--- config.mk ---
export PLATFORM = sky130hd
export DESIGN_NAME = linear_interp_upsampler
export DESIGN_NICKNAME = d
export VERILOG_FILES = /design/src/rtl/linear_interp_upsampler.sv
export SDC_FILE = /design/constraint.sdc
export NUM_CORES = 1
export LEC_CHECK = 0
export CORE_MARGIN = 2
export CORE_UTILIZATION = 45
export DETAILED_ROUTE_END_ITERATION = 7
export PLACE_DENSITY = 0.66
export SLEW_MARGIN = 20
export SYNTH_ARGS = -nofsm -noshare
export SYNTH_HDL_FRONTEND = slang
export SYNTH_SLANG_ARGS = --single-unit
--- constraint.sdc ---
create_clock -name aclk -period 3.6 [get_ports aclk]
set_clock_uncertainty 0.2 [all_clocks]
set_input_delay 0.72 -clock aclk [delete_from_list [all_inputs] [get_ports aclk]]
set_output_delay 0.72 -clock aclk [all_outputs]
set_load 0.05 [all_outputs]
--- src/rtl/linear_interp_upsampler.sv ---
// -----------------------------------------------------------------------------
// linear_interp_upsampler
//
// Purpose:
//   Interpolating upsampler placed after the decimating filter chain. Input
//   samples (16-bit signed) arrive at the decimated rate into a small FIFO.
//   For every input sample, 2^L_LOG2 linearly interpolated samples are emitted
//   on an AXI-stream style master port, ramping from the previously emitted
//   sample (prev) toward the new target sample (cur):
//       y_k = floor((prev*L + k*(cur - prev)) / L),  k = 0 .. L-1
//
// Ports:
//   aclk      in   system clock, rising edge
//   aresetn   in   asynchronous active-low reset
//   s_tdata   in   [15:0] signed input sample
//   s_tvalid  in   input sample valid
//   s_tready  out  FIFO not full (decoded from the registered count)
//   m_tdata   out  [15:0] signed interpolated output sample
//   m_tvalid  out  output sample valid
//   m_tready  in   downstream accepts output sample
//   overflow  out  sticky: an input sample was dropped because the FIFO was full
// -----------------------------------------------------------------------------
module linear_interp_upsampler #(
  parameter int L_LOG2          = 3,
  parameter int FIFO_DEPTH_LOG2 = 2
) (
  input  logic        aclk,
  input  logic        aresetn,
  input  logic [15:0] s_tdata,
  input  logic        s_tvalid,
  output logic        s_tready,
  output logic [15:0] m_tdata,
  output logic        m_tvalid,
  input  logic        m_tready,
  output logic        overflow
);

  localparam int DEPTH = 1 << FIFO_DEPTH_LOG2;
  localparam int CW    = FIFO_DEPTH_LOG2 + 1;  // count must reach DEPTH
  localparam int AW    = 17 + L_LOG2;          // holds prev*L + k*delta

  typedef enum logic [0:0] {
    ST_IDLE = 1'b0,
    ST_RUN  = 1'b1
  } state_t;

  state_t r_state;
  state_t w_state_next;

  // ---------------------------------------------------------------------------
  // Input FIFO
  // ---------------------------------------------------------------------------
  logic [15:0]                r_fifo_mem [DEPTH];
  logic [FIFO_DEPTH_LOG2-1:0] r_wr_ptr;
  logic [FIFO_DEPTH_LOG2-1:0] r_rd_ptr;
  logic [CW-1:0]              r_count;
  logic                       r_overflow;

  logic        w_push;
  logic        w_pop;
  logic        w_fifo_empty;
  logic [15:0] w_fifo_head;

  // Ready depends only on the registered count, so a pop in the same cycle
  // never opens the FIFO to a write while it is full.
  assign s_tready     = (r_count != CW'(DEPTH));
  assign w_push       = s_tvalid & s_tready;
  assign w_fifo_empty = (r_count == '0);
  assign w_fifo_head  = r_fifo_mem[r_rd_ptr];

  // Storage carries no reset: only pointers/count define the FIFO contents.
  always_ff @(posedge aclk) begin
    if (w_push) begin
      r_fifo_mem[r_wr_ptr] <= s_tdata;
    end
  end

  always_ff @(posedge aclk or negedge aresetn) begin
    if (!aresetn) begin
      r_wr_ptr   <= '0;
      r_rd_ptr   <= '0;
      r_count    <= '0;
      r_overflow <= 1'b0;
    end else begin
      if (w_push) begin
        r_wr_ptr <= r_wr_ptr + FIFO_DEPTH_LOG2'(1);
      end
      if (w_pop) begin
        r_rd_ptr <= r_rd_ptr + FIFO_DEPTH_LOG2'(1);
      end
      r_count <= r_count + CW'(w_push) - CW'(w_pop);
      if (s_tvalid && !s_tready) begin
        r_overflow <= 1'b1;
      end
    end
  end

  assign overflow = r_overflow;

  // ---------------------------------------------------------------------------
  // Interpolator datapath registers
  // ---------------------------------------------------------------------------
  logic [15:0]       r_prev;   // last fully emitted sample
  logic [15:0]       r_cur;    // current target sample
  logic [16:0]       r_delta;  // cur - prev, signed
  logic [AW-1:0]     r_acc;    // prev*L + k*delta, signed
  logic [L_LOG2-1:0] r_k;

  logic              w_handshake;
  logic              w_last;
  logic              w_step;
  logic              w_retire;
  logic [15:0]       w_base;
  logic [AW-1:0]     w_base_ext;
  logic [16:0]       w_new_delta;
  logic [AW-1:0]     w_delta_ext;

  assign m_tvalid    = (r_state == ST_RUN);
  assign w_handshake = m_tvalid & m_tready;
  assign w_last      = &r_k;

  // Starting point of a new ramp: from IDLE it is prev (already updated when
  // the last burst retired); when chaining bursts inside RUN it is cur, which
  // becomes prev on that same edge.
  assign w_base      = (r_state == ST_RUN) ? r_cur : r_prev;
  assign w_base_ext  = {{(AW-16){w_base[15]}}, w_base};
  assign w_new_delta = {w_fifo_head[15], w_fifo_head} - {w_base[15], w_base};
  assign w_delta_ext = {{(AW-17){r_delta[16]}}, r_delta};

  // acc >>> L_LOG2 is floor(acc / L); the result always lies between prev and
  // cur, so the low 16 bits of the shifted value are exact.
  assign m_tdata = r_acc[L_LOG2 +: 16];

  // ---------------------------------------------------------------------------
  // FSM
  // ---------------------------------------------------------------------------
  always_ff @(posedge aclk or negedge aresetn) begin
    if (!aresetn) begin
      r_state <= ST_IDLE;
    end else begin
      r_state <= w_state_next;
    end
  end

  always_comb begin
    w_state_next = r_state;
    w_pop        = 1'b0;
    w_step       = 1'b0;
    w_retire     = 1'b0;
    case (r_state)
      ST_IDLE: begin
        if (!w_fifo_empty) begin
          w_pop        = 1'b1;
          w_state_next = ST_RUN;
        end
      end
      ST_RUN: begin
        if (w_handshake) begin
          if (!w_last) begin
            w_step = 1'b1;
          end else begin
            w_retire = 1'b1;
            // Chain straight into the next ramp when a sample is waiting so
            // consecutive bursts have no bubble.
            if (!w_fifo_empty) begin
              w_pop = 1'b1;
            end else begin
              w_state_next = ST_IDLE;
            end
          end
        end
      end
      default: begin
        w_state_next = ST_IDLE;
      end
    endcase
  end

  always_ff @(posedge aclk or negedge aresetn) begin
    if (!aresetn) begin
      r_prev  <= '0;
      r_cur   <= '0;
      r_delta <= '0;
      r_acc   <= '0;
      r_k     <= '0;
    end else begin
      if (w_retire) begin
        r_prev <= r_cur;
      end
      if (w_pop) begin
        r_cur   <= w_fifo_head;
        r_delta <= w_new_delta;
        r_acc   <= w_base_ext << L_LOG2;
        r_k     <= '0;
      end else if (w_step) begin
        r_acc <= r_acc + w_delta_ext;
        r_k   <= r_k + L_LOG2'(1);
      end
    end
  end

endmodule

# == Yosys cells after proc, flatten, opt, wreduce, memory -nomap -nowiden ==
# Memory sizes are Yosys's and may differ from the RTL's.
# Index checks and enable logic that the tools add are counted.
# totals
inputBits,20
regBits,81
ramBits,64
output_inout_bits,19
wordCells,47
mem_count,1
# classes
bitwise_logic,3
muxes,20
n_addsub,7
eq_ne,1
reduce_logical,5
# mem_list
name,words,width,read_ports,rd_ports_with_merged_regs,write_ports,line_no,text
r_fifo_mem,4,16,1,0,1,53,logic [15:0] r_fifo_mem [DEPTH];
# op_table
op,n
$mux 20,2
$add 20x20->20,1
$sub 16x16->17,1
$mux 16,1
$mux 1,13
$mux 3,2
$add 2x1->2 const B,2
$pmux 1 s2,2
$add 3x1->3,1
$add 3x1->3 const B,1
$logic_not 3->1,1
$ne 3x3->1 const B,1
$reduce_and 3->1,1
$sub 3x1->3,1
$and 1x1->1,2
$reduce_bool 2->1,1
$logic_and 1x1->1,1
$logic_not 1->1,1
$not 1->1,1

# == Longest topological paths before layout ==
# logic_depth
ltp_word,6
mapped_depth,13
mapped_depth_nobuf,11

# == Worst setup path before layout ==
# Ideal clock, no wire load.
# synth_path
path_type,register to register
from,reg r_state (netlist: m_tvalid)
to,reg r_delta[13]
setup_time_ps,129
t_arrival_ps,3328
n_path_buf,2
slack_ps,-57
t_required_ps,3271
stages_incl_launch_ff,12
path_cell_list,dfrtp_1 -> buf_2 -> buf_1 -> mux2i_1 -> ha_1 -> a21o_1 -> a21o_1 -> a2111o_1 -> a31o_1 -> a41oi_2 -> xor2_1 -> o21ai_1
# synth_via
elab_chain_cells,3
# synth_rtl
item,line_no,text
from (decl),47,state_t r_state;
from (signal assigned),141,r_state <= w_state_next;
branches (longest 3 deep; another with $sub 16x16->17),-,
to (signal assigned),192,r_delta <= w_new_delta;
to (decl),105,logic [16:0] r_delta;
# Several ways; the timed one is not identified.
# A chain may end at the register's enable or synchronous reset.

# == Worst setup path after layout ==
# layout_path
from,reg r_rd_ptr[0]
to,reg r_delta[13]
# layout_via
elab_chain_cells,2
# layout_rtl
item,line_no,text
from (decl),55,logic [FIFO_DEPTH_LOG2-1:0] r_rd_ptr;
from (signal assigned),89,r_rd_ptr <= r_rd_ptr + FIFO_DEPTH_LOG2'(1);
$mem_v2 4x16,-,
net w_fifo_head[6],62,logic [15:0] w_fifo_head;
$sub 16x16->17,127,"assign w_new_delta = {w_fifo_head[15], w_fifo_head} - {w_base[15], w_base};"
# The timed path passes the listed nets, and every way through them passes these cells.

==> results_dict.tcl <==
set metrics [dict create \
    cellLeakagePower_uw 0.003595 \
    insertedDiodeCount 0 \
    drv_cap 0 \
    initial_core_util 0.4606 \
    critPathMaxStageDelay_ns 0.61 \
    slew_headroom 0.4151 \
    combinationalPowerShare 0.519 \
    fillerInstances 1359 \
    synthesis.nets 666 \
    cp_top_family "compound AO/OA/AOI/OAI gates" \
    rsz0062_at_grt "false" \
    layout.nets 698 \
    crit_path_frequent_cell "a21o_1" \
    synth_xor_area_frac 0.03459 \
    fin_setup_tns_ns 0 \
    place_inst 830 \
    use_met1 0.2473 \
    worstMarginPinSlew_ns 0.8774 \
    hp-class "in2async" \
    drive_above_1_share 0.1486 \
    power.net_switching_uw 3775 \
    end_kind "flip-flop" \
    cp_max_fo 8 \
    timing.final.hold_violations 0 \
    r2r-end "r_delta[13]$_DFFE_PN0P_" \
    use_met2 0.2888 \
    cp_cell_sequence "buf_4 -> mux4_2 -> ha_1 -> a21o_1 -> a21o_1 -> a2111o_1 -> a31o_1 -> a41oi_2 -> xor2_1 -> o21ai_1" \
    wirelength_um 14750 \
    instances_no_fill 862 \
    holdWs_ns 0.1037 \
    synth_top_area_cell "dfrtp_1" \
    synth.distinct_cells 65 \
    cts_sinks 144 \
    grt_pass1_vias 4842 \
    peakVddDrop_mv 0.5946 \
    outcome "finished, final reports clean" \
    synth_top_area_frac 0.2726 \
    min_period_ns 3.433 \
    path_buf_inv 1 \
    final_common_cell "nand2_1" \
    synthAdderAreaFrac 0.07974 \
    antenna_found_initial 0 \
    ys_seq_elements 144 \
    clkPwrFrac 0.190 \
    finalInstanceArea_mm2 0.008457 \
    cts_inserted_buffers 17 \
    final_cell_mix "87 x nand2_1, 80 x dfrtp_1, 64 x edfxtp_1" \
    grt_remaining_overflow 0 \
    clockBufferDepth 2 \
    reg2reg_from "r_rd_ptr[0]$_DFFE_PN0P_" \
    cts_setup_buffers 0 \
    cts.clk_slew.worst_paths_ns 0.06 \
    met3_usage 0.04614 \
    ioPinCount 39 \
    cts_tree "yes" \
    die_x_um 131.7 \
    placed_cell_area_mm2 0.007860 \
    timing.final.crit_share 0.9537 \
    crit_required_ns 3.68 \
    htree_levels 4 \
    grt_pass1_wl_um 24650 \
    grt_max_degree 81 \
    synth_top_family_by_area "compound AO/OA/AOI/OAI gates" \
    die_y_um 131.7 \
    crit_type "reg2reg" \
    max_freq_ghz 0.2913 \
    die_area_mm2 0.01736 \
    synth_edf_count 64 \
    synth.area.top_cells "dfrtp_1 27%, edfxtp_1 26%, ha_1 7.2%" \
    port_buffers 38 \
    synthSimpleGateAreaFrac 0.09695 \
    post-dp-hpwl_um 10170 \
    ff2ff_path_depth 10 \
    slew_violations 0 \
    p_int_uw 5364 \
    syn_inst 601 \
    report.power.total_uw 9139 \
    ant_nets 0 \
    slowest_stage "dfrtp_1" \
    grt.busiest_layer "met2" \
    cts-hold-fix-buffers 0 \
    worstSkewPairLatency_ns 0.43 \
    area_growth_pct 15.16 \
    grt_usage 0.1809 \
    critical_path_arrival_ns 3.51 \
    routabilityCongestion 0.8894 \
    synthMuxAreaShare 0.1002 \
    p_seq_frac 0.291 \
    core_area_mm2 0.01594 \
    start_kind "flip-flop" \
    synth_compound_area_frac 0.1142 \
    routed-via-count 4758 \
    cts_root_buffer "clkbuf_16" \
    synth_ff_type "dfrtp_1" \
    p_sw_frac 0.4130 \
    setup_viol 0 \
    syn-mean-instance-area_um2 12.22 \
    powerDensity_mw_per_mm2 1081 \
    wl_per_cell_um 17.11 \
    drt_pass1_iterations 5 \
    ys_seq_area_frac 0.5343 \
    detail_route.drc_violations 0 \
    yosysWarnings 0 \
    num_rows 46 \
    syn_area_mm2 0.007343 \
    rrSetupSlack_ns 0.17 \
    cts_resized 0 \
    via_per_inst 5.520 \
    async_flop_share 0.5556 \
    drt_iter0_markers 235 \
]
[cell type report]
class	count	area [µm²]	share of cell area
inverters	16	60.06	0.007102
well taps	216	270.3	0.03196
repair buffers	51	479.2	0.05667
clock inverters	11	88.84	0.01050
flip-flops and latches	144	3924	0.4640
multi-input cells	403	3131	0.3702
clock buffers	21	504.2	0.05962
[per-layer routing]
| layer | wire, µm | share of wire | vias up |
|---|---|---|---|
| met2 | 6907 | 0.47 | 121 |
| li1 | - | - | 2268 |
| met1 | 7033 | 0.48 | 2352 |
| met3 | 622 | 0.042 | 17 |
| met5 | 0 | 0 | - |
| met4 | 181 | 0.012 | 0 |
[synth_stat cells (3+ instances only)]
library cell and instances:
o221ai_1 9, buf_2 4, a211oi_1 3, and3_1 4, edfxtp_1 64, a21oi_1 26
buf_1 3, o31ai_1 5, mux2_2 20, nor3b_1 5, nand3_1 9, clkbuf_1 12
mux2i_1 15, dfrtp_1 80, nand2b_1 7, mux4_2 16, o21a_1 11, nor2b_1 5
o21ai_1 5, nand2_1 87, a31o_2 3, nor3_1 5, ha_1 42, xor2_1 14
fa_1 3, xnor2_1 15, nor2_1 19, buf_4 16, o21ai_0 28, inv_1 15
a21o_1 10
[state kept, by name (all words and copies together), names as in the netlist]
| signal | flops |
|---|---|
| r_fifo_mem | 64 |
| r_acc | 19 |
| r_delta | 17 |
| r_cur | 16 |
| r_prev | 16 |
| r_count | 3 |
| r_k | 3 |
| r_rd_ptr | 2 |
| r_wr_ptr | 2 |
| m_tvalid | 1 |
| overflow | 1 |
[per-stage QoR]
step                utilization  setup WS (ns)
CTS                      0.5302         0.1192
detailed placement       0.4930         0.1346
global placement         0.4929         0.2094
floorplan                     -         0.1364
finish                   0.5305         0.1667
global route             0.5305       0.002030
[worst max path at each step]
stage | from | end | cells after the start | slack (ns)
after floorplan | r_rd_ptr[0]$_DFFE_PN0P_ | r_delta[13]$_DFFE_PN0P_ | 11 | 0.14
after global placement | r_rd_ptr[0]$_DFFE_PN0P_ | r_delta[13]$_DFFE_PN0P_ | 10 | 0.21
after detailed placement | r_rd_ptr[0]$_DFFE_PN0P_ | r_delta[15]$_DFFE_PN0P_ | 10 | 0.13
after CTS | r_rd_ptr[0]$_DFFE_PN0P_ | r_delta[15]$_DFFE_PN0P_ | 10 | 0.12
after global routing | r_rd_ptr[0]$_DFFE_PN0P_ | r_delta[15]$_DFFE_PN0P_ | 10 | 0.002
final | r_rd_ptr[0]$_DFFE_PN0P_ | r_delta[13]$_DFFE_PN0P_ | 10 | 0.17
[power groups by stage]
stage	sequential (µW)	clock, µW	combinational (µW)
after CTS	2670	1770	4740
after floorplan	2560	0	3790
after global placement	2670	0	4560
after detailed placement	2700	0	4700
after global routing	2730	1850	5260
final	2660	1730	4740
[worst reg2reg max path: stages (launching register included)]
cell and delay (ns):
dfrtp_1 0.61, buf_4 0.22, mux4_2 0.52, ha_1 0.26, a21o_1 0.17, a21o_1 0.21, a2111o_1 0.46, a31o_1 0.24
a41oi_2 0.18, xor2_1 0.16, o21ai_1 0.07
[kinds of logic (layout without fill, tap and decap cells)]
logic type | count (synthesis) | count (layout)
xor gates and xnor gates | 29 | 29
adders and majority gates | 45 | 45
buffers and inverters | 54 | 99
muxes | 51 | 51
AOI/OAI and AO/OA | 123 | 123
DFF | 144 | 144
and+or+nand+nor | 155 | 155
Power figures use the tool's default switching activity.
